--- src/rtl/cbi980_pkg.sv ---
// cbi980 audio core shared definitions.
// Word width, slot layout and PHY sequencing states.
package cbi980_pkg;

  localparam int AUD_W     = 24;
  localparam int SLOT_BITS = 32;
  localparam int MSB_BIT   = 1;
  localparam int LSB_BIT   = 24;

  typedef enum logic [1:0] {
    RST  = 2'd0,
    WAIT = 2'd1,
    RUN  = 2'd2
  } phy_st_e;

  // slot bits that carry audio data
  function automatic logic data_slot(
    input logic [4:0] b
  );
    return (b >= 5'(MSB_BIT)) &&
           (b <= 5'(LSB_BIT));
  endfunction

endpackage

--- src/rtl/cbi980_i2s_clkgen.sv ---
// cbi980 I2S clock generator: divider, rate latch,
// MCLK/SCLK/LRCLK and SCLK edge events with frame bit counter.
module cbi980_i2s_clkgen #(
  parameter int DIV_W = 16
) (
  input  logic       clk,
  input  logic       rstn,
  input  logic       latch,
  input  logic       run,
  input  logic [2:0] mclk_rate,
  input  logic [2:0] sclk_rate,
  output logic       fall_ev,
  output logic       rise_ev,
  output logic [5:0] bitcnt,
  output logic       codec_mclk,
  output logic       codec_sclk,
  output logic       codec_lrclk
);

  logic [DIV_W-1:0] div;
  logic [DIV_W-1:0] mask;
  logic [DIV_W-1:0] low;
  logic [2:0]       mr;
  logic [2:0]       sr;
  logic [3:0]       k;
  logic [4:0]       k1;

  assign k    = {1'b0, mr} + {1'b0, sr};
  assign k1   = {1'b0, k} + 5'd1;
  assign mask = ~({DIV_W{1'b1}} << k1);
  assign low  = div & mask;

  // div[k] is about to drop / about to rise
  assign fall_ev = (low == mask);
  assign rise_ev = (low == (mask >> 1));

  always_ff @(posedge clk or negedge rstn) begin
    if (!rstn) begin
      div         <= '0;
      mr          <= '0;
      sr          <= '0;
      bitcnt      <= '0;
      codec_mclk  <= 1'b0;
      codec_sclk  <= 1'b0;
      codec_lrclk <= 1'b0;
    end else begin
      div <= div + 1'b1;
      if (latch) begin
        mr <= mclk_rate;
        sr <= sclk_rate;
      end
      if (!run)
        bitcnt <= '0;
      else if (fall_ev)
        bitcnt <= bitcnt + 6'd1;
      codec_mclk  <= div[mr];
      codec_sclk  <= div[k] & run;
      codec_lrclk <= bitcnt[5];
    end
  end

endmodule

--- src/rtl/cbi980_i2s_phy.sv ---
// cbi980 codec-side I2S PHY: codec power-up sequence,
// 24-bit TX serializer and RX deserializer with per-channel pulses.
module cbi980_i2s_phy
  import cbi980_pkg::*;
#(
  parameter int RST_CYCLES  = 1024,
  parameter int INIT_CYCLES = 4096,
  parameter int DIV_W       = 16
) (
  input  logic             clk,
  input  logic             rstn,
  output logic             init_done,
  input  logic [2:0]       mclk_rate,
  input  logic [2:0]       sclk_rate,
  output logic             codec_rstn,
  output logic             codec_mclk,
  output logic             codec_lrclk,
  output logic             codec_sclk,
  output logic             codec_sdin,
  input  logic             codec_sdout,
  output logic [1:0]       aud_dout_vld,
  output logic [AUD_W-1:0] aud_dout,
  output logic [1:0]       aud_din_ack,
  input  logic [AUD_W-1:0] aud_din0,
  input  logic [AUD_W-1:0] aud_din1
);

  localparam int CNT_MAX =
    (RST_CYCLES > INIT_CYCLES) ? RST_CYCLES : INIT_CYCLES;
  localparam int CNT_W = $clog2(CNT_MAX) + 1;
  localparam logic [CNT_W-1:0] RST_LAST  = CNT_W'(RST_CYCLES - 1);
  localparam logic [CNT_W-1:0] INIT_LAST = CNT_W'(INIT_CYCLES - 1);

  phy_st_e          st;
  logic [CNT_W-1:0] cnt;
  logic             run;
  logic             latch;
  logic             fall_ev;
  logic             rise_ev;
  logic [5:0]       bitcnt;
  logic [5:0]       nxt_bit;
  logic             go;
  logic [AUD_W-1:0] tx_sh;
  logic [AUD_W-1:0] rx_sh;
  logic             rx_last;
  logic             rx_ch;
  logic             wait_done;

  assign run       = (st == RUN);
  assign latch     = (st == RST);
  assign wait_done = (st == WAIT) && (cnt == INIT_LAST);

  cbi980_i2s_clkgen #(
    .DIV_W(DIV_W)
  ) u_clkgen (
    .clk        (clk),
    .rstn       (rstn),
    .latch      (latch),
    .run        (run),
    .mclk_rate  (mclk_rate),
    .sclk_rate  (sclk_rate),
    .fall_ev    (fall_ev),
    .rise_ev    (rise_ev),
    .bitcnt     (bitcnt),
    .codec_mclk (codec_mclk),
    .codec_sclk (codec_sclk),
    .codec_lrclk(codec_lrclk)
  );

  always_ff @(posedge clk or negedge rstn) begin
    if (!rstn) begin
      st         <= RST;
      cnt        <= '0;
      codec_rstn <= 1'b0;
      init_done  <= 1'b0;
    end else begin
      unique case (st)
        RST: begin
          if (cnt == RST_LAST) begin
            st         <= WAIT;
            cnt        <= '0;
            codec_rstn <= 1'b1;
          end else begin
            cnt <= cnt + 1'b1;
          end
        end
        WAIT: begin
          if (cnt != INIT_LAST) begin
            cnt <= cnt + 1'b1;
          end else if (fall_ev) begin
            st        <= RUN;
            init_done <= 1'b1;
          end
        end
        RUN:     st <= RUN;
        default: st <= RST;
      endcase
    end
  end

  // RUN entry counts as the fall_ev into slot bit 0 of ch0
  assign go      = fall_ev & (run | wait_done);
  assign nxt_bit = run ? (bitcnt + 6'd1) : 6'd0;

  always_ff @(posedge clk or negedge rstn) begin
    if (!rstn) begin
      tx_sh       <= '0;
      codec_sdin  <= 1'b0;
      aud_din_ack <= '0;
    end else begin
      aud_din_ack <= '0;
      if (go) begin
        if (nxt_bit[4:0] == 5'd0) begin
          tx_sh       <= nxt_bit[5] ? aud_din1 : aud_din0;
          aud_din_ack <= nxt_bit[5] ? 2'b10 : 2'b01;
          codec_sdin  <= 1'b0;
        end else if (data_slot(nxt_bit[4:0])) begin
          codec_sdin <= tx_sh[AUD_W-1];
          tx_sh      <= tx_sh << 1;
        end else begin
          codec_sdin <= 1'b0;
        end
      end
    end
  end

  always_ff @(posedge clk or negedge rstn) begin
    if (!rstn) begin
      rx_sh        <= '0;
      rx_last      <= 1'b0;
      rx_ch        <= 1'b0;
      aud_dout     <= '0;
      aud_dout_vld <= '0;
    end else begin
      rx_last      <= 1'b0;
      aud_dout_vld <= '0;
      if (run && rise_ev && data_slot(bitcnt[4:0])) begin
        rx_sh   <= {rx_sh[AUD_W-2:0], codec_sdout};
        rx_last <= (bitcnt[4:0] == 5'(LSB_BIT));
        rx_ch   <= bitcnt[5];
      end
      if (rx_last) begin
        aud_dout     <= rx_sh;
        aud_dout_vld <= rx_ch ? 2'b10 : 2'b01;
      end
    end
  end

endmodule
--- config.mk ---
export PLATFORM = sky130hd
export DESIGN_NAME = cbi980_i2s_phy
export DESIGN_NICKNAME = d
export VERILOG_FILES = /design/src/rtl/cbi980_pkg.sv /design/src/rtl/cbi980_i2s_clkgen.sv /design/src/rtl/cbi980_i2s_phy.sv
export SDC_FILE = /design/constraint.sdc
export NUM_CORES = 1
export LEC_CHECK = 0
export CAP_MARGIN = 40
export CORE_UTILIZATION = 65
export DETAILED_ROUTE_END_ITERATION = 12
export DONT_BUFFER_PORTS = 1
export GPL_TIMING_DRIVEN = 0
export MAX_ROUTING_LAYER = met4
export PLACE_DENSITY_LB_ADDON = 0.2
export SLEW_MARGIN = 15
export SYNTH_ARGS = -nofsm -noshare
export SYNTH_HDL_FRONTEND = slang
export SYNTH_SLANG_ARGS = --single-unit
--- constraint.sdc ---
create_clock -name clk -period 10.1 [get_ports clk]
set_input_delay 1.515 -clock clk [delete_from_list [all_inputs] [get_ports clk]]
set_output_delay 1.515 -clock clk [all_outputs]
set_load 0.05 [all_outputs]
# After elaboration in Yosys (flattened, before gate mapping)
# Cells that the tools add are included.
totals:
  in_bits: 57
  word_cells: 89
  reg_bits: 127
op_classes:
  n_bitwise: 6
  n_reduce_logical: 14
  eq_ne: 13
  n_mux: 25
  n_addsub: 5
  n_shift: 1
  n_lt_le_gt_ge: 6
op_table:
  columns: ["op", "count"]
  rows:
  - ["2-to-1 mux 24 bit", 3]
  - ["2-to-1 mux 13 bit", 2]
  - ["one-hot mux 13 bit (2 select lines)", 1]
  - ["2-to-1 mux 6 bit", 3]
  - ["adder 16 x 1 -> 16 bit, second input constant", 1]
  - ["AND 16 bit", 1]
  - ["equality test 16 x 15 -> 1 bit", 1]
  - ["equality test 16 bit", 1]
  - ["2-to-1 mux 2 bit", 8]
  - ["inverter 16 bit", 1]
  - ["left shift 16 x 5 -> 16 bit, first input constant", 1]
  - ["adder 13 x 1 -> 13 bit, second input constant", 1]
  - ["equality test 13 x 10 -> 1 bit, second input constant", 1]
  - ["equality test 13 x 12 -> 1 bit, second input constant", 1]
  - ["inequality test 13 x 12 -> 1 bit, second input constant", 1]
  - [">= comparator 5 x 1 -> 1 bit, second input constant", 2]
  - ["<= comparator 5 bit, second input constant", 2]
  - ["adder 6 x 1 -> 6 bit, second input constant", 1]
  - ["inequality test 2 x 1 -> 1 bit, second input constant", 3]
  - ["one-hot mux 2 bit (3 select lines)", 1]
  - ["AND reduction 2 bit", 3]
  - ["AND reduction 3 bit", 2]
  - ["adder 4 x 1 -> 5 bit, second input constant", 1]
  - ["equality test 5 bit, second input constant", 1]
  - ["16 further kinds", 27]

# Longest topological paths before layout
# Gate-level depths: netlist of the first run.
logic_depth:
  depth_word: 9
  mapped_depth: 14
  mapped_depth_nobuf: 11

# By module
# Synthesis of the first run repeated with hierarchy kept, for this count alone.
unflattened:
  hier_cells: 656
  hier_area_um2: 7109.3
modules_own_cells:
  columns: ["mod", "instances", "seq_area_each_um2", "cells_each", "area_per_inst_um2"]
  rows:
  - ["cbi980_i2s_phy", 1, 2402.3, 359, 4526.8]
  - ["cbi980_i2s_clkgen", 1, 775.7, 297, 2582.5]

# Worst setup path before layout of the first run
# Ideal clock, no wire load.
synth_path:
  kind: "reg2reg"
  startpoint: "register u_clkgen.mr[0]"
  endpoint: "register rx_sh[14]"
  setup_time_ns: 0.125
  path_buffers: 2
  stages_incl_launch_ff: 14
  synth_period_minus_slack_ns: 3.690
  arrival_time_ns: 3.565
  path_slack_ns: 6.410
  cell_sequence: "dfrtp_1 -> ha_1 -> fa_1 -> ha_1 -> buf_2 -> inv_1 -> a2111oi_0 -> o21ai_0 -> xor2_1 -> a31oi_1 -> a211oi_1 -> nor4_4 -> buf_6 -> mux2_2"
synth_between:
  elab_chain_cells: 8
synth_rtl:
  columns: ["item", "line_no", "source"]
  rows:
  - ["start: declaration", "cbi980_i2s_clkgen.sv:23", "logic [2:0] mr;"]
  - ["start signal: assignment", "cbi980_i2s_clkgen.sv:49", "mr <= mclk_rate;"]
  - ["adder 3 x 3 -> 4 bit *", "cbi980_i2s_clkgen.sv:28", "assign k = {1'b0, mr} + {1'b0, sr};"]
  - ["adder 4 x 1 -> 5 bit *", "cbi980_i2s_clkgen.sv:29", "assign k1 = {1'b0, k} + 5'd1;"]
  - ["left shift 16 x 5 -> 16 bit *", "cbi980_i2s_clkgen.sv:30", "assign mask = ~({DIV_W{1'b1}} << k1);"]
  - ["inverter 16 bit *", "cbi980_i2s_clkgen.sv:30", null]
  - ["AND 16 bit", "cbi980_i2s_clkgen.sv:31", "assign low = div & mask;"]
  - ["equality test 16 x 15 -> 1 bit *", "cbi980_i2s_clkgen.sv:35", "assign rise_ev = (low == (mask >> 1));"]
  - ["logical AND 1 bit * (2 in a row)", "cbi980_i2s_phy.sv:137", "if (run && rise_ev && data_slot(bitcnt[4:0])) begin"]
  - ["end signal: assignment", "cbi980_i2s_phy.sv:138", "rx_sh <= {rx_sh[AUD_W-2:0], codec_sdout};"]
  - ["end: declaration", "cbi980_i2s_phy.sv:44", "logic [AUD_W-1:0] rx_sh;"]
# Mark *: on every way between the ends. The rest lies on a longest branch, timed or not.
# A chain may end at the register's enable or synchronous reset.

# Final worst setup path of the first run
layout_path:
  startpoint: "register u_clkgen.mr[0]"
  endpoint: "register rx_sh[6]"
# Same word-level chain as after synthesis.

==> results of run 1 <==
-- sequential cells by signal (all words and copies together), names as in the netlist, 2 cells and up --
name,count
u_clkgen.div,16
cnt,13
st,2
u_clkgen.sr,3
aud_dout_vld,2
tx_sh,24
aud_din_ack,2
u_clkgen.bitcnt,6
u_clkgen.mr,3
rx_sh,24
aud_dout,24
-- logic make-up after synthesis --
group,count (synthesis),synth area share
and+or+nand+nor,180,0.134
muxes,119,0.199
buffers and inverters,60,0.0418
AOI/OAI and AO/OA,119,0.108
DFF,127,0.450
adders and majority gates,15,0.0276
xor gates and xnor gates,33,0.0409
-- worst paths after layout --
path	endpoint	depth (start not counted)	startpoint	slack [ns]
min in group asynchronous	aud_dout[11]	0	rstn	0.67
setup reg to reg	rx_sh[6]	13	u_clkgen.mr[0]	5.54
max in group asynchronous	cnt[8]	0	rstn	9.23
setup / recovery	rx_sh[6]	13	u_clkgen.mr[0]	5.54
hold / removal	aud_dout_vld[0]	1	rx_ch	0.48
hold reg to reg	aud_dout_vld[0]	1	rx_ch	0.48
-- power groups by stage --
stage	Sequential [W]	Clock [W]	Combinational [W]
2_1_floorplan	0.000522	0	0.000109
3_3_place_gp	0.000522	0	0.000142
3_5_place_dp	0.000522	0	0.000142
4_1_cts	0.000513	0.000641	0.000143
5_1_grt	0.000513	0.000663	0.000158
6_report	0.000513	0.000635	0.000147
-- placed cells by master, fill, tap and decap left out, drive strengths merged, types with 12 or more instances in the layout --
cell type / n
dfrtp: 127
mux2: 83
nand2: 54
clkbuf: 49
o21ai: 46
mux2i: 30
nor3: 26
nor2: 25
nand3: 21
xnor2: 20
a21oi: 20
buf: 18
inv: 16
ha: 14
xor2: 13
nand4: 12
-- routing by layer --
layer	share of wire	global-route usage	wire length, um
met4	0.025	0.145	429
met3	0.065	0.0840	1110
met2	0.50	0.524	8540
met1	0.41	0.405	7050
met5	0	-	0
-- area by class of cell --
cell class	count	area, um2	area share
clock buffers	21	459	0.0585
plain buffers	46	243	0.0309
well taps	136	170	0.0217
flip-flops and latches	127	3180	0.405
inverters	14	52.6	0.00669
clock inverters	11	154	0.0196
multi-input cells	466	3600	0.458
-- worst register-to-register path, cell delays in order (launching register included) --
cell       delay (ns)
dfrtp_1          0.45
ha_1             0.26
fa_1             0.59
ha_1             0.17
buf_2            0.20
inv_1            0.15
a2111oi_0        0.63
o21ai_0          0.24
xor2_1           0.20
a31oi_1          0.23
a211oi_1         0.15
nor4_4           0.56
buf_6            0.24
mux2_1           0.36
-- stage by stage --
step	instance area [um2]	total power, W	worst slack [ns]	cells	hold slack, ns
floorplan	7070	0.000630	6.41	653	0.413
global placement	7240	0.000664	5.65	789	0.439
detailed placement	7240	0.000664	5.59	789	0.458
CTS	7850	0.00130	5.56	821	0.464
global route	7850	0.00133	5.29	821	0.491
finish	7850	0.00129	5.54	821	0.484
==> results.cfg, run 1 <==
[grt]
overflow = 0
grt_max_degree = 128
antenna_found_initial = 0
grt_use_total = 0.332
grt_pass1_wl_mm = 27.7
grt_pass1_vias = 5384

[setup_path]
crit_type = flop to flop
cp_common_cell = ha_1
crit_chain = ha_1, fa_1, ha_1, buf_2, inv_1, a2111oi_0, o21ai_0, xor2_1, a31oi_1, a211oi_1, nor4_4, buf_6, mux2_1
cp.required_ns = 10.50
crit_family = compound AO/OA/AOI/OAI gates
crit_buf_inv = 3
crit_path_max_incr_delay_ns = 0.63
cp_slowest_cell = a2111oi_0
startpoint_type = flop
cp_max_fo = 10
critPathCaptureType = flop
arrival_ns = 4.96

[detailed_routing]
wl_per_cell_um = 20.9
drt-vias-per-instance = 6.47
vias = 5309
drc_errors = 0
firstDrtPassIters = 5
first_iter_violations = 439
wl_mm = 17.1
antenna_left = 0

[sta]
maxSlewViolCount = 0
finClkSkew_ns = 0.0112
slew_headroom = 0.539
min_period_ns = 4.56
hold_viol_final = 0
tns_ns = 0
rsz0062_at_grt = false
finalCritPeriodShare = 0.451
worst_slew_pin_slew_ns = 0.674
setup_viol = 0
fmax_mhz = 220

[logic_synthesis]
yosys.area.top_type_share = 0.450
avgSynthCellArea_um2 = 10.8
synth_area_mm2 = 0.00707
synth_edf_count = 0
ys_warn_count = 0
synth_common_cells = dfrtp_1, mux2_2, nand2_1, o21ai_0, mux2i_1
yosysUniqueCellTypes = 68
synth-async-reset-ratio = 1.00
synthFlopType = dfrtp_1
synth_nets = 725
yosysTopAreaCell = dfrtp_1
synth_cells = 653
yosysMostFrequentCell = dfrtp_1
synth-seq-cells = 127
ys_top_cells_by_area = dfrtp_1, mux2_2, mux2i_1
yosysSeqAreaShare = 0.450

[clocking]
path_clk_slew_ns = 0.06
cts.sink_count = 127
cts_resized = 0
cts_made_buffers = 17
cts_root_buffer = clkbuf_8
postCtsSetupBuffers = 0
cts_buffer_depth = 2
ctsHoldBuffers = 0
cts_tree = built
htree_levels = 4
clk_latency_ns = 0.53

[power_and_ir_drop]
switching_power_w = 0.000333
vdd.ir_drop.worst_mv = 0.186
seq_power_share = 0.396
swShare = 0.257
internal-power_w = 0.000962
clkPwrFrac = 0.490
p_per_area_mw_per_mm2 = 165
p_leak_nw = 3.67
combPwrFrac = 0.114

[floorplanning]
core-area_mm2 = 0.0104
initial_core_util = 0.679
rows = 37
ios = 91
die_area_mm2 = 0.0113
fp.dieW_um = 106
die_h_um = 106

[finish]
fillers = 702
utilization = 0.754
antennaDiodeCount = 0
nNetsFinal = 744
area_delta_synth_final_pct = 11.1
layout-drive-gt1-share = 0.185

[min_path]
hold_path_class = flop to flop

[job]
maxCapViolCount = 0

[placed_design]
port_buffers = 0
gp_congestion = 0.950
post-dp-hpwl_mm = 11.4

[status]
status = completed
Note: power is estimated with default switching activity, not from simulation.
==> run 2: changes to the inputs <==
--- a/config.mk
+++ b/config.mk
@@ -6,7 +6,7 @@
 export NUM_CORES = 1
 export LEC_CHECK = 0
 export CAP_MARGIN = 40
-export CORE_UTILIZATION = 65
+export CORE_UTILIZATION = 58
 export DETAILED_ROUTE_END_ITERATION = 12
 export DONT_BUFFER_PORTS = 1
 export GPL_TIMING_DRIVEN = 0
==> constraint.sdc (replaced) <==
create_clock -name clk -period 3.9 [get_ports clk]
set_input_delay 0.585 -clock clk [delete_from_list [all_inputs] [get_ports clk]]
set_output_delay 0.585 -clock clk [all_outputs]
set_load 0.05 [all_outputs]
==> results.cfg, run 2 (synthesized netlist as in run 1, its figures left out) <==
[status]
status = completed

[min_path]
hold_path_class = input port to async pin

[placed_design]
place_area_mm2 = 0.00725
gp_congestion = 0.977
pre_cts_ws_ns = -0.667
post-dp-hpwl_mm = 10.6
port_buffers = 0

[detailed_routing]
vias = 5290
wl_per_cell_um = 18.7
firstDrtPassIters = 5
first_iter_violations = 329
drt-vias-per-instance = 6.19
antenna_left = 0
wl_mm = 16.0
drc_errors = 0

[finish]
reg_top3 = aud_dout x24, rx_sh x24, tx_sh x24
seqCellArea_mm2 = 0.00318
final_cell_area_mm2 = 0.00825
utilization = 0.708
fillers = 844
final_common_cell = dfrtp_1
antennaDiodeCount = 0
area_delta_synth_final_pct = 16.7
nNetsFinal = 771
layout-drive-gt1-share = 0.254
final_cell_mix = dfrtp_1, nand2_1, mux2_2
multi_input_comb_area_mm2 = 0.00373

[sta]
finClkSkew_ns = 0.0109
slew_headroom = 0.506
setup_viol = 0
finalCritPeriodShare = 0.979
maxSlewViolCount = 0
hold_viol_final = 0
rsz0062_at_grt = true
setup_slack_ns = 0.0832
fmax_mhz = 262
hold_slack_ns = 0.139
worst_slew_pin_slew_ns = 0.741
min_period_ns = 3.82

[power_and_ir_drop]
vdd.ir_drop.worst_mv = 0.339
p_per_area_mw_per_mm2 = 409
p_leak_nw = 3.85

[setup_path]
r2r_start = u_clkgen.mr[0]
rr_endpoint = tx_sh[10]
arrival_ns = 4.12
startpoint_type = flop
cp_common_cell = buf_6
crit_family = compound AO/OA/AOI/OAI gates
cp.required_ns = 4.20
critPathCaptureType = flop
crit_buf_inv = 4
crit_type = flop to flop
cp_max_fo = 9
crit_path_max_incr_delay_ns = 0.62
crit_chain = ha_2, fa_2, buf_6, and2_1, buf_6, o211ai_1, o22ai_1, a221oi_1, a2111oi_4, nand3_2, nor3_4, buf_4, clkbuf_4, mux2_1
reg2reg_depth = 14
cp_slowest_cell = fa_2
r2r_setup_slack_ns = 0.08

[grt]
grt_max_degree = 128
grt_pass1_vias = 5315
antenna_found_initial = 0
grt_pass1_wl_mm = 26.2
overflow = 0
grt_use_total = 0.273

[floorplanning]
fp.dieW_um = 112
initial_core_util = 0.606
ios = 91
die_h_um = 112
die_area_mm2 = 0.0126
rows = 39
core-area_mm2 = 0.0117

[clocking]
cts_buffer_depth = 2
htree_levels = 4
cts.sink_count = 127
cts_tree = built
path_clk_slew_ns = 0.06
cts_made_buffers = 17
clk_latency_ns = 0.42
cts_root_buffer = clkbuf_16

[job]
maxCapViolCount = 0
-- run 2: changes by cell type in the layout (fill, tap and decap cells not counted), moves of 4 or more --
cell | before | now
buf_4 | 0 | 24
buf_2 | 7 | 3
clkbuf_1 | 28 | 21
buf_6 | 8 | 12
-- run 2: worst reg2reg max path: cells and delay by family (launching register included) --
kind            cells  cell delay [ns]
compound gates      4             0.97
fa+ha+maj           2             0.82
buf+inv             4             0.57
flops               1             0.41
mux                 1             0.32
simple gates        3             0.59
-- run 2: repair_timing --
item | CTS | global route
hold buffers | 1 | 0
endpoints found under the setup margin | 59 | 61
resized for setup | 15 | 42
cloned | 0 | 2
buffers inserted | 10 | 15
endpoints found under the hold margin | 127 | 0
pin swaps | 8 | 13
-- run 2: final cells by class --
| class | instances | area share |
|---|---|---|
| buffer | 45 | 0.0338 |
| tap | 143 | 0.0217 |
| timing repair buffer | 28 | 0.0293 |
| inverter | 14 | 0.00682 |
| sequential | 127 | 0.385 |
| clock inverter | 12 | 0.0147 |
| clock buffer | 20 | 0.0566 |
| multi-input combinational | 466 | 0.452 |
-- run 2: power breakdown --
group	internal (W)	switching, W	total [W]
Sequential	0.00132	0.00000534	0.00133
Clock	0.000939	0.000616	0.00156
Combinational	0.000206	0.000288	0.000494
-- run 2: routing by layer --
metal	wire length, um	track usage	part of all wire
met4	363	0.111	0.023
met5	0	-	0
met3	781	0.0691	0.049
met2	8000	0.424	0.50
met1	6850	0.342	0.43
-- run 2: how the worst max path moves through the flow --
stage | from | end | slack (ns) | depth (start not counted)
after floorplan | u_clkgen.mr[0] | rx_sh[14] | 0.21 | 13
after global placement | u_clkgen.mr[0] | rx_sh[18] | -0.54 | 13
after detailed placement | u_clkgen.mr[0] | rx_sh[5] | -0.67 | 13
after CTS | u_clkgen.mr[0] | tx_sh[5] | 0.01 | 14
after global routing | u_clkgen.mr[0] | tx_sh[10] | -0.08 | 13
final | u_clkgen.mr[0] | tx_sh[10] | 0.08 | 14
-- run 2: through the flow --
step	power (W)	TNS, ns	std cells
2_1_floorplan	0.00163	0	653
3_3_place_gp	0.00171	-22.80	796
3_5_place_dp	0.00171	-27.43	796
4_1_cts	0.00331	0	839
5_1_grt	0.00347	-2.11	855
6_report	0.00338	0	855
==> run 3: changes to the inputs <==
--- a/config.mk
+++ b/config.mk
@@ -10,7 +10,6 @@
 export DETAILED_ROUTE_END_ITERATION = 12
 export DONT_BUFFER_PORTS = 1
 export GPL_TIMING_DRIVEN = 0
-export MAX_ROUTING_LAYER = met4
 export PLACE_DENSITY_LB_ADDON = 0.2
 export SLEW_MARGIN = 15
 export SYNTH_ARGS = -nofsm -noshare
==> results.cfg, run 3 (synthesized netlist as in run 1, its figures left out) <==
[status]
status = completed

[clocking]
cts_root_buffer = clkbuf_16
cts_buffer_depth = 2
clk_latency_ns = 0.42
cts.sink_count = 127
path_clk_slew_ns = 0.06
cts_made_buffers = 17
htree_levels = 4
cts_tree = built

[setup_path]
r2r_start = u_clkgen.sr[0]
cp_slowest_cell = fa_2
r2r_setup_slack_ns = 0.02
rr_endpoint = tx_sh[16]
reg2reg_depth = 15
crit_buf_inv = 5
startpoint_type = flop
critPathCapture = tx_sh[16]
cp_num_cells = 15
cp_max_fo = 6
crit_family = compound AO/OA/AOI/OAI gates
critPathCaptureType = flop
crit_path_start = u_clkgen.sr[0]
arrival_ns = 4.17
crit_type = flop to flop
cp_common_cell = buf_6
crit_chain = ha_4, fa_2, buf_8, and2_4, buf_6, o211ai_1, buf_4, a21oi_1, o211ai_1, a2111oi_4, nand3_2, nor3_4, buf_6, buf_6, mux2_2
crit_path_max_incr_delay_ns = 0.63
cp.required_ns = 4.20

[floorplanning]
core-area_mm2 = 0.0117
initial_core_util = 0.606
rows = 39
die_area_mm2 = 0.0126
ios = 91
fp.dieW_um = 112
die_h_um = 112

[sta]
maxSlewViolCount = 0
min_period_ns = 3.88
finalCritPeriodShare = 0.994
hold_viol_final = 0
rsz0062_at_grt = true
fmax_mhz = 258
tns_ns = 0
hold_slack_ns = 0.117
setup_viol = 0
finClkSkew_ns = 0.0115
slew_headroom = 0.510
worst_slew_pin_slew_ns = 0.736

[finish]
final_common_cell = dfrtp_1
nNetsFinal = 770
antennaDiodeCount = 0
multi_input_comb_area_mm2 = 0.00374
fillers = 850
seqCellArea_mm2 = 0.00318
final_cell_area_mm2 = 0.00827
reg_top3 = aud_dout x24, rx_sh x24, tx_sh x24
utilization = 0.709
final_cell_mix = dfrtp_1, nand2_1, mux2_2
area_delta_synth_final_pct = 17.0
layout-drive-gt1-share = 0.256

[power_and_ir_drop]
swShare = 0.271
seq_power_share = 0.389
internal-power_w = 0.00249
clkPwrFrac = 0.475
combPwrFrac = 0.136
p_total_w = 0.00341
p_leak_nw = 3.86
p_per_area_mw_per_mm2 = 413
switching_power_w = 0.000926
vdd.ir_drop.worst_mv = 0.322

[grt]
grt_max_degree = 128
antenna_found_initial = 0
overflow = 0
grt_pass1_vias = 5272
grt_use_total = 0.269
grt_pass1_wl_mm = 26.5

[detailed_routing]
firstDrtPassIters = 5
wl_per_cell_um = 19.1
drc_errors = 0
vias = 5380
antenna_left = 0
first_iter_violations = 561
wl_mm = 16.4
drt-vias-per-instance = 6.30

[placed_design]
post-dp-hpwl_mm = 10.6
gp_congestion = 1.00
place_area_mm2 = 0.00725
port_buffers = 0

[job]
maxCapViolCount = 0

[min_path]
hold_path_class = input port to async pin
[run 3: changes by cell type in the layout (fill, tap and decap cells not counted), sizes merged]
cell / delta
bufinv: +1
inv: +5
clkbuf: -3
clkinv: -2
clkinvlp: -2
[run 3: area by class of cell]
class	instances	area share
clock inverters	14	0.0200
flip-flops and latches	127	0.384
inverters	14	0.00666
multi-input cells	466	0.452
well taps	143	0.0216
repair buffers	27	0.0286
clock buffers	18	0.0531
plain buffers	45	0.0342
[run 3: routing by layer]
layer,share of wire,GRT usage
met5,0,0
met4,0.019,0.0969
met3,0.061,0.0734
met2,0.50,0.442
met1,0.42,0.344
[run 3: worst min-delay path by stage]
| stage | endpoint | slack (ns) |
|---|---|---|
| final | aud_dout[10] | 0.12 |
| after floorplan | aud_din_ack[0] | 0.29 |
| after detailed placement | aud_dout[10] | 0.29 |
| after global placement | aud_dout[10] | 0.29 |
| after CTS | aud_dout[9] | 0.15 |
| after global routing | aud_dout[10] | 0.15 |
[run 3: stage by stage]
step | std cells | setup WS (ns)
6_report | 854 | 0.0250
3_3_place_gp | 796 | -0.561
4_1_cts | 845 | 0.0126
2_1_floorplan | 653 | 0.210
3_5_place_dp | 796 | -0.609
5_1_grt | 854 | -0.130
[run 3: power groups by stage]
stage	Clock, W	Sequential (W)	Combinational, W
after global routing	0.00170	0.00133	0.000507
final	0.00162	0.00133	0.000465
after CTS	0.00164	0.00133	0.000402
after detailed placement	0	0.00135	0.000359
after floorplan	0	0.00135	0.000282
after global placement	0	0.00135	0.000356
[run 3: what timing repair did]
item	in CTS	in global routing
resized for setup	13	49
cloned	3	0
pin swaps	6	8
buffers inserted	14	9
hold buffers	1	0
hold endpoints to repair	127	0
endpoints found under the setup margin	60	59
